==> config.mk <==
export PLATFORM = sky130hd
export DESIGN_NAME = ct_lsu_spsram_init_ctrl_flat
export DESIGN_NICKNAME = d
export VERILOG_FILES = /design/src/rtl/ct_lsu_spsram_init_ctrl_if.sv /design/src/rtl/ct_lsu_spsram_init_ctrl.sv /design/src/flat_wrapper.sv
export SDC_FILE = /design/constraint.sdc
export NUM_CORES = 1
export LEC_CHECK = 0
export ABC_AREA = 1
export CAP_MARGIN = 20
export CORE_AREA = 2 2 139 141
export DETAILED_ROUTE_END_ITERATION = 6
export DIE_AREA = 0 0 141 143
export PLACE_DENSITY_LB_ADDON = 0.3
export SLEW_MARGIN = 30
export SYNTH_ARGS = -nofsm -noshare
export SYNTH_HDL_FRONTEND = slang
export SYNTH_SLANG_ARGS = --single-unit
==> constraint.sdc <==
create_clock -name forever_cpuclk -period 3.5 [get_ports forever_cpuclk]
set_input_delay 0.875 -clock forever_cpuclk [delete_from_list [all_inputs] [get_ports forever_cpuclk]]
set_output_delay 0.875 -clock forever_cpuclk [all_outputs]
set_load 0.05 [all_outputs]
==> src/rtl/ct_lsu_spsram_init_ctrl_if.sv <==
// Request/response and macro-pin bundle for the LSU single-port SRAM access controller.
// The master side is the requester plus the macro's read-data pin; the slave side is the controller.
interface ct_lsu_spsram_init_ctrl_if #(
   parameter int ADDR_WIDTH = 9,
   parameter int DATA_WIDTH = 54
);
   logic                  init_start;
   logic                  init_busy;
   logic                  init_done;
   logic                  req_vld;
   logic                  req_rdy;
   logic                  req_wen;
   logic [ADDR_WIDTH-1:0] req_addr;
   logic [DATA_WIDTH-1:0] req_wdata;
   logic [DATA_WIDTH-1:0] req_bwen;
   logic                  rdata_vld;
   logic [DATA_WIDTH-1:0] rdata;
   logic                  sram_cen;
   logic                  sram_gwen;
   logic [DATA_WIDTH-1:0] sram_wen;
   logic [ADDR_WIDTH-1:0] sram_a;
   logic [DATA_WIDTH-1:0] sram_d;
   logic [DATA_WIDTH-1:0] sram_q;

   modport master (
      output init_start, req_vld, req_wen, req_addr, req_wdata, req_bwen, sram_q,
      input  init_busy, init_done, req_rdy, rdata_vld, rdata,
             sram_cen, sram_gwen, sram_wen, sram_a, sram_d
   );

   modport slave (
      input  init_start, req_vld, req_wen, req_addr, req_wdata, req_bwen, sram_q,
      output init_busy, init_done, req_rdy, rdata_vld, rdata,
             sram_cen, sram_gwen, sram_wen, sram_a, sram_d
   );
endinterface

==> src/rtl/ct_lsu_spsram_init_ctrl.sv <==
// Access controller in front of one LSU single-port SRAM macro: sweeps every entry to
// INIT_VALUE after reset or on request, otherwise passes one read or write per cycle.
module ct_lsu_spsram_init_ctrl #(
   parameter int                    ADDR_WIDTH = 9,
   parameter int                    DATA_WIDTH = 54,
   parameter logic [DATA_WIDTH-1:0] INIT_VALUE = {DATA_WIDTH{1'b0}}
) (
   input logic                        forever_cpuclk,
   input logic                        cpurst_b,
   ct_lsu_spsram_init_ctrl_if.slave   bus
);
   localparam logic [ADDR_WIDTH-1:0] LAST = {ADDR_WIDTH{1'b1}};

   typedef enum logic [1:0] {RST, INIT, READY} state_t;

   state_t                state, state_nxt;
   logic [ADDR_WIDTH-1:0] init_cnt, init_cnt_nxt;
   logic                  rd_pend, rd_pend2;
   logic                  init_done_q;
   logic [DATA_WIDTH-1:0] rdata_q;
   logic                  req_acc;
   logic                  rd_acc;

   always_ff @(posedge forever_cpuclk or negedge cpurst_b) begin
      if (!cpurst_b) begin
         state    <= RST;
         init_cnt <= '0;
      end else begin
         state    <= state_nxt;
         init_cnt <= init_cnt_nxt;
      end
   end

   always_comb begin
      state_nxt     = state;
      init_cnt_nxt  = init_cnt;
      req_acc       = 1'b0;
      bus.req_rdy   = 1'b0;
      bus.init_busy = 1'b0;
      bus.sram_cen  = 1'b1;
      bus.sram_gwen = 1'b1;
      bus.sram_wen  = {DATA_WIDTH{1'b1}};
      bus.sram_a    = '0;
      bus.sram_d    = '0;
      case (state)
         RST: begin
            bus.init_busy = 1'b1;
            state_nxt     = INIT;
         end
         INIT: begin
            bus.init_busy = 1'b1;
            bus.sram_cen  = 1'b0;
            bus.sram_gwen = 1'b0;
            bus.sram_wen  = '0;
            bus.sram_a    = init_cnt;
            bus.sram_d    = INIT_VALUE;
            init_cnt_nxt  = init_cnt + ADDR_WIDTH'(1);
            if (init_cnt == LAST) state_nxt = READY;
         end
         READY: begin
            // A pending init request blocks acceptance so the sweep starts on a quiet macro.
            bus.req_rdy = ~bus.init_start;
            req_acc     = bus.req_vld & ~bus.init_start;
            if (req_acc) begin
               bus.sram_cen = 1'b0;
               bus.sram_a   = bus.req_addr;
               if (bus.req_wen) begin
                  bus.sram_gwen = 1'b0;
                  bus.sram_wen  = ~bus.req_bwen;
                  bus.sram_d    = bus.req_wdata;
               end
            end
            if (bus.init_start) begin
               state_nxt    = INIT;
               init_cnt_nxt = '0;
            end
         end
         default: state_nxt = RST;
      endcase
   end

   assign rd_acc = req_acc & ~bus.req_wen;

   // Macro returns data one cycle after the read; capture it then, flag it a cycle later.
   always_ff @(posedge forever_cpuclk or negedge cpurst_b) begin
      if (!cpurst_b) begin
         rd_pend     <= 1'b0;
         rd_pend2    <= 1'b0;
         rdata_q     <= '0;
         init_done_q <= 1'b0;
      end else begin
         rd_pend     <= rd_acc;
         rd_pend2    <= rd_pend;
         init_done_q <= (state == INIT) && (init_cnt == LAST);
         if (rd_pend) rdata_q <= bus.sram_q;
      end
   end

   assign bus.rdata     = rdata_q;
   assign bus.rdata_vld = rd_pend2;
   assign bus.init_done = init_done_q;
endmodule

==> src/flat_wrapper.sv <==
// flat-port wrapper written by rule: the top's interface ports become plain ports
module ct_lsu_spsram_init_ctrl_flat 
#(
   parameter int                    ADDR_WIDTH = 9,
   parameter int                    DATA_WIDTH = 54,
   parameter logic [DATA_WIDTH-1:0] INIT_VALUE = {DATA_WIDTH{1'b0}}
)
  (forever_cpuclk, cpurst_b, bus_init_start, bus_req_vld, bus_req_wen, bus_req_addr, bus_req_wdata, bus_req_bwen, bus_sram_q, bus_init_busy, bus_init_done, bus_req_rdy, bus_rdata_vld, bus_rdata, bus_sram_cen, bus_sram_gwen, bus_sram_wen, bus_sram_a, bus_sram_d);
  ct_lsu_spsram_init_ctrl_if #(.ADDR_WIDTH(ADDR_WIDTH), .DATA_WIDTH(DATA_WIDTH)) bus_i ();
  input logic forever_cpuclk;
  input logic cpurst_b;
  input wire logic [$bits(bus_i.init_start)-1:0] bus_init_start;
  input wire logic [$bits(bus_i.req_vld)-1:0] bus_req_vld;
  input wire logic [$bits(bus_i.req_wen)-1:0] bus_req_wen;
  input wire logic [$bits(bus_i.req_addr)-1:0] bus_req_addr;
  input wire logic [$bits(bus_i.req_wdata)-1:0] bus_req_wdata;
  input wire logic [$bits(bus_i.req_bwen)-1:0] bus_req_bwen;
  input wire logic [$bits(bus_i.sram_q)-1:0] bus_sram_q;
  output wire logic [$bits(bus_i.init_busy)-1:0] bus_init_busy;
  output wire logic [$bits(bus_i.init_done)-1:0] bus_init_done;
  output wire logic [$bits(bus_i.req_rdy)-1:0] bus_req_rdy;
  output wire logic [$bits(bus_i.rdata_vld)-1:0] bus_rdata_vld;
  output wire logic [$bits(bus_i.rdata)-1:0] bus_rdata;
  output wire logic [$bits(bus_i.sram_cen)-1:0] bus_sram_cen;
  output wire logic [$bits(bus_i.sram_gwen)-1:0] bus_sram_gwen;
  output wire logic [$bits(bus_i.sram_wen)-1:0] bus_sram_wen;
  output wire logic [$bits(bus_i.sram_a)-1:0] bus_sram_a;
  output wire logic [$bits(bus_i.sram_d)-1:0] bus_sram_d;
  assign bus_i.init_start = bus_init_start;
  assign bus_i.req_vld = bus_req_vld;
  assign bus_i.req_wen = bus_req_wen;
  assign bus_i.req_addr = bus_req_addr;
  assign bus_i.req_wdata = bus_req_wdata;
  assign bus_i.req_bwen = bus_req_bwen;
  assign bus_i.sram_q = bus_sram_q;
  assign bus_init_busy = bus_i.init_busy;
  assign bus_init_done = bus_i.init_done;
  assign bus_req_rdy = bus_i.req_rdy;
  assign bus_rdata_vld = bus_i.rdata_vld;
  assign bus_rdata = bus_i.rdata;
  assign bus_sram_cen = bus_i.sram_cen;
  assign bus_sram_gwen = bus_i.sram_gwen;
  assign bus_sram_wen = bus_i.sram_wen;
  assign bus_sram_a = bus_i.sram_a;
  assign bus_sram_d = bus_i.sram_d;
  ct_lsu_spsram_init_ctrl #(.ADDR_WIDTH(ADDR_WIDTH), .DATA_WIDTH(DATA_WIDTH), .INIT_VALUE(INIT_VALUE)) u_core (.forever_cpuclk(forever_cpuclk), .cpurst_b(cpurst_b), .bus(bus_i));
endmodule
==> flow_summary_export.csv <==
group,metric,value,unit
status,outcome,"complete, no violations",
timing,hold_viol_final,0,
critical_path,critPathArrivalTime,2.53,ns
floorplanning,core.rowCount,50,
yosys,synth_mux_area_share,16.1,%
global_route,grt_max_degree,55,
yosys,synth_top_family_by_area,"multiplexers",
yosys,synth_compound_area_share,11.7,%
floorplanning,io_pins,353,
drt,drt-pass1-iter-count,4,
timing,clock_skew,0.00340,ns
cells_and_area,nNetsFinal,956,
global_route,grt_pass1_vias,4371,
critical_path,cpPeakStageDelay,0.46,ns
clock_network,cts_tree,"built",
critical_path,crit_end,"bus_sram_d[27]",
floorplanning,start_util,20.3,%
critical_path,worstPathCellList,"clkdlybuf4s50_1 > inv_1 > nand2_1 > inv_2 > nand2_4 > nor2_8 > inv_4 > buf_12 > nor2_1 > buf_12",
drt,wl_per_cell,19.3,um
critical_path,cp_max_fo,54,
timing,rsz0062_at_grt,"no",
drt,ant_nets,0,
yosys,yosys_warnings,0,
yosys,synth_edf_count,0,
drt,wl,19600,um
cells_and_area,fin_cells,1014,
yosys,synthFlopType,"dfrtp_1",
timing,clock.fmax,294,MHz
worst_hold_path,hold_class,"reg -> reg",
pwr,power_density,235,nW/um^2
placement,placedCellCount,997,
critical_path,crit_slowest_cell,"clkdlybuf4s50_1",
yosys,synth-xor-area-share,0,%
timing,fin_crit_sh,97.2,%
yosys,yosys-top-cells-area,"dfrtp_1, mux2_2, inv_1",
timing,slew_violations,0,
pwr,cellLeakagePower,4.20,nW
cells_and_area,syn_to_final_growth,136,%
critical_path,reg2reg_depth,9,
timing,hold_slack,0.501,ns
yosys,synth.cell_area,3770,um^2
global_route,antenna_found_initial,1,
drt,via_per_inst,4.20,
clock_network,post_cts_resized,0,
clock_network,cts_buffers,9,
clock_network,cts.sinks,68,
floorplanning,dieArea,20200,um^2
timing,setup_viol_count_final,0,
critical_path,cp_common_cell,"buf_12",
global_route,grt_usage,19.0,%
critical_path,startpoint,"bus_init_start",
clock_network,cts.htree.levels,3,
job,drv_cap,0,
yosys,yosys.area_share.simple,13.7,%
yosys,syn_inst,421,
yosys,yosysTopAreaCell,"dfrtp_1",
timing,relSlewSlack,47.0,%
global_route,grt-ovfl-total,0,
critical_path,r2r-end,"u_core.init_cnt[3]",
timing,tns,0,ns
yosys,synth-seq-area-share,45.2,%
pwr,ir_drop,0.000214,V
timing,layout_setup_ws,0.0984,ns
critical_path,critPathCaptureType,"output port",
placement,place_ws,0.0465,ns
placement,dp_hpwl,16200,um
clock_network,clk_latency,0.33,ns
drt,drcViolationCount,0,
clock_network,post_cts_buffers,0,
cells_and_area,final_layout_size_suffix_gt1_share,29.8,%
yosys,ys_ff_latch,68,
clock_network,ctsHoldBuffers,0,
yosys,async_flop_share,100,%
critical_path,worstReg2RegStart,"u_core.state[0]",
global_route,grt_pass1_wl,28200,um
critical_path,critPathRequiredTime,2.62,ns
placement,port_buffers,352,
yosys,yosys.area_share.adder,1.99,%
yosys,synth_area_per_cell,8.95,um^2
floorplanning,dieWidth,141,um
drt,vias,4254,
drt,drt_iter0_drc,117,
critical_path,criticalPathCategory,"in -> out",
clock_network,clkTransAtPathRegs,0.06,ns
critical_path,r2r_setup_slack,1.55,ns
critical_path,worst_setup_path_start_kind,"primary input",
floorplanning,die_h,143,um
floorplanning,core,18600,um^2
clock_network,cts-root-buf,"clkbuf_16",
timing,fin_crit,3.40,ns
timing,worstMarginPinSlew,0.794,ns
yosys,syn_nets,603,
clock_network,clk_path_buf_depth,2,
placement,gp_congestion,0.865,
yosys,synth_cell_types,24,
yosys,synth.top_cell.area_share,45.2,%
cell type report:
type                    instances  area, um^2
multi-input cells             256        1660
diodes                          1        2.50
clock buffers                  10         239
repair buffers                365        4600
clock inverters                 6         111
well taps                     234         293
fillers                      1751        9690
inverters                      74         284
flip-flops and latches         68        1700
how the worst min path moves through the flow:
| stage | start | endpoint | cells after the start |
|---|---|---|---|
| floorplan | u_core.rd_pend | u_core.bus.rdata_vld | 0 |
| global placement | u_core.bus.rdata[50] | u_core.bus.rdata[50] | 1 |
| detailed placement | u_core.bus.rdata[16] | u_core.bus.rdata[16] | 1 |
| CTS | u_core.bus.rdata[8] | u_core.bus.rdata[8] | 1 |
| global route | u_core.bus.rdata[37] | u_core.bus.rdata[37] | 1 |
| finish | u_core.bus.rdata[50] | u_core.bus.rdata[50] | 1 |
metal layers:
layer  vias up  share of wire [%]  GRT usage (%)
li1       2041                  -              -
met1      1966                 38           21.9
met2       229                 49           32.4
met3        18                 11           7.78
met4         0                1.8           6.05
met5         -                  0              0
metrics by stage:
step | util [%] | instance area (um^2) | power, mW
floorplan | - | 3770 | 0.814
detailed placement | 45.9 | 8520 | 1.05
global route | 47.9 | 8890 | 2.17
global placement | 45.9 | 8520 | 1.05
CTS | 47.8 | 8870 | 2.13
finish | 47.9 | 8890 | 2.09
registers in the layout (all words and copies together), names as in the netlist:
signal	cells
u_core.rd_pend	1
u_core.bus.rdata_vld	1
u_core.init_cnt	9
u_core.bus.rdata	54
u_core.state	2
u_core.bus.init_done	1
cell usage after synthesis, drive strengths merged (2+ instances only):
cell,n
inv,72
dfrtp,68
nor2,67
mux2,54
nand2,44
o21ai,42
a21oi,31
buf,18
ha,6
nand3,6
clkbuf,5
nand4,4
clkinv,2
layout by cell type, fill, tap and decap left out, types with 2 or more instances in the layout:
| cell | instances |
|---|---|
| nand2_1 | 41 |
| clkinv_1 | 2 |
| clkbuf_16 | 9 |
| o21ai_2 | 20 |
| buf_4 | 30 |
| a21oi_1 | 31 |
| clkinvlp_4 | 2 |
| nor2_1 | 66 |
| mux2_2 | 54 |
| nand4_1 | 4 |
| inv_1 | 69 |
| nand3_1 | 6 |
| bufinv_16 | 3 |
| ha_1 | 6 |
| dfrtp_1 | 67 |
| buf_12 | 103 |
| clkdlybuf4s50_1 | 231 |
| o21ai_0 | 22 |
| nand2_4 | 2 |
power by group:
part	switching (mW)	total [mW]	internal (mW)
sequential	0	0.786	0.786
combinational	0.0681	0.244	0.176
clock	0.348	1.06	0.715
worst max-delay path: cells and delay by family:
kind | cells | cell delay (ns)
buffers and inverters | 6 | 1.06
and+or+nand+nor | 4 | 0.57
kinds of logic (layout without fill, tap and decap cells):
logic type | Yosys count | count (layout)
compound gates | 73 | 73
buf+inv | 97 | 455
other cells | 0 | 1
fa+ha+maj | 6 | 6
simple gates | 123 | 123
flops | 68 | 68
mux | 54 | 54
(Power assumes the default switching activity.)
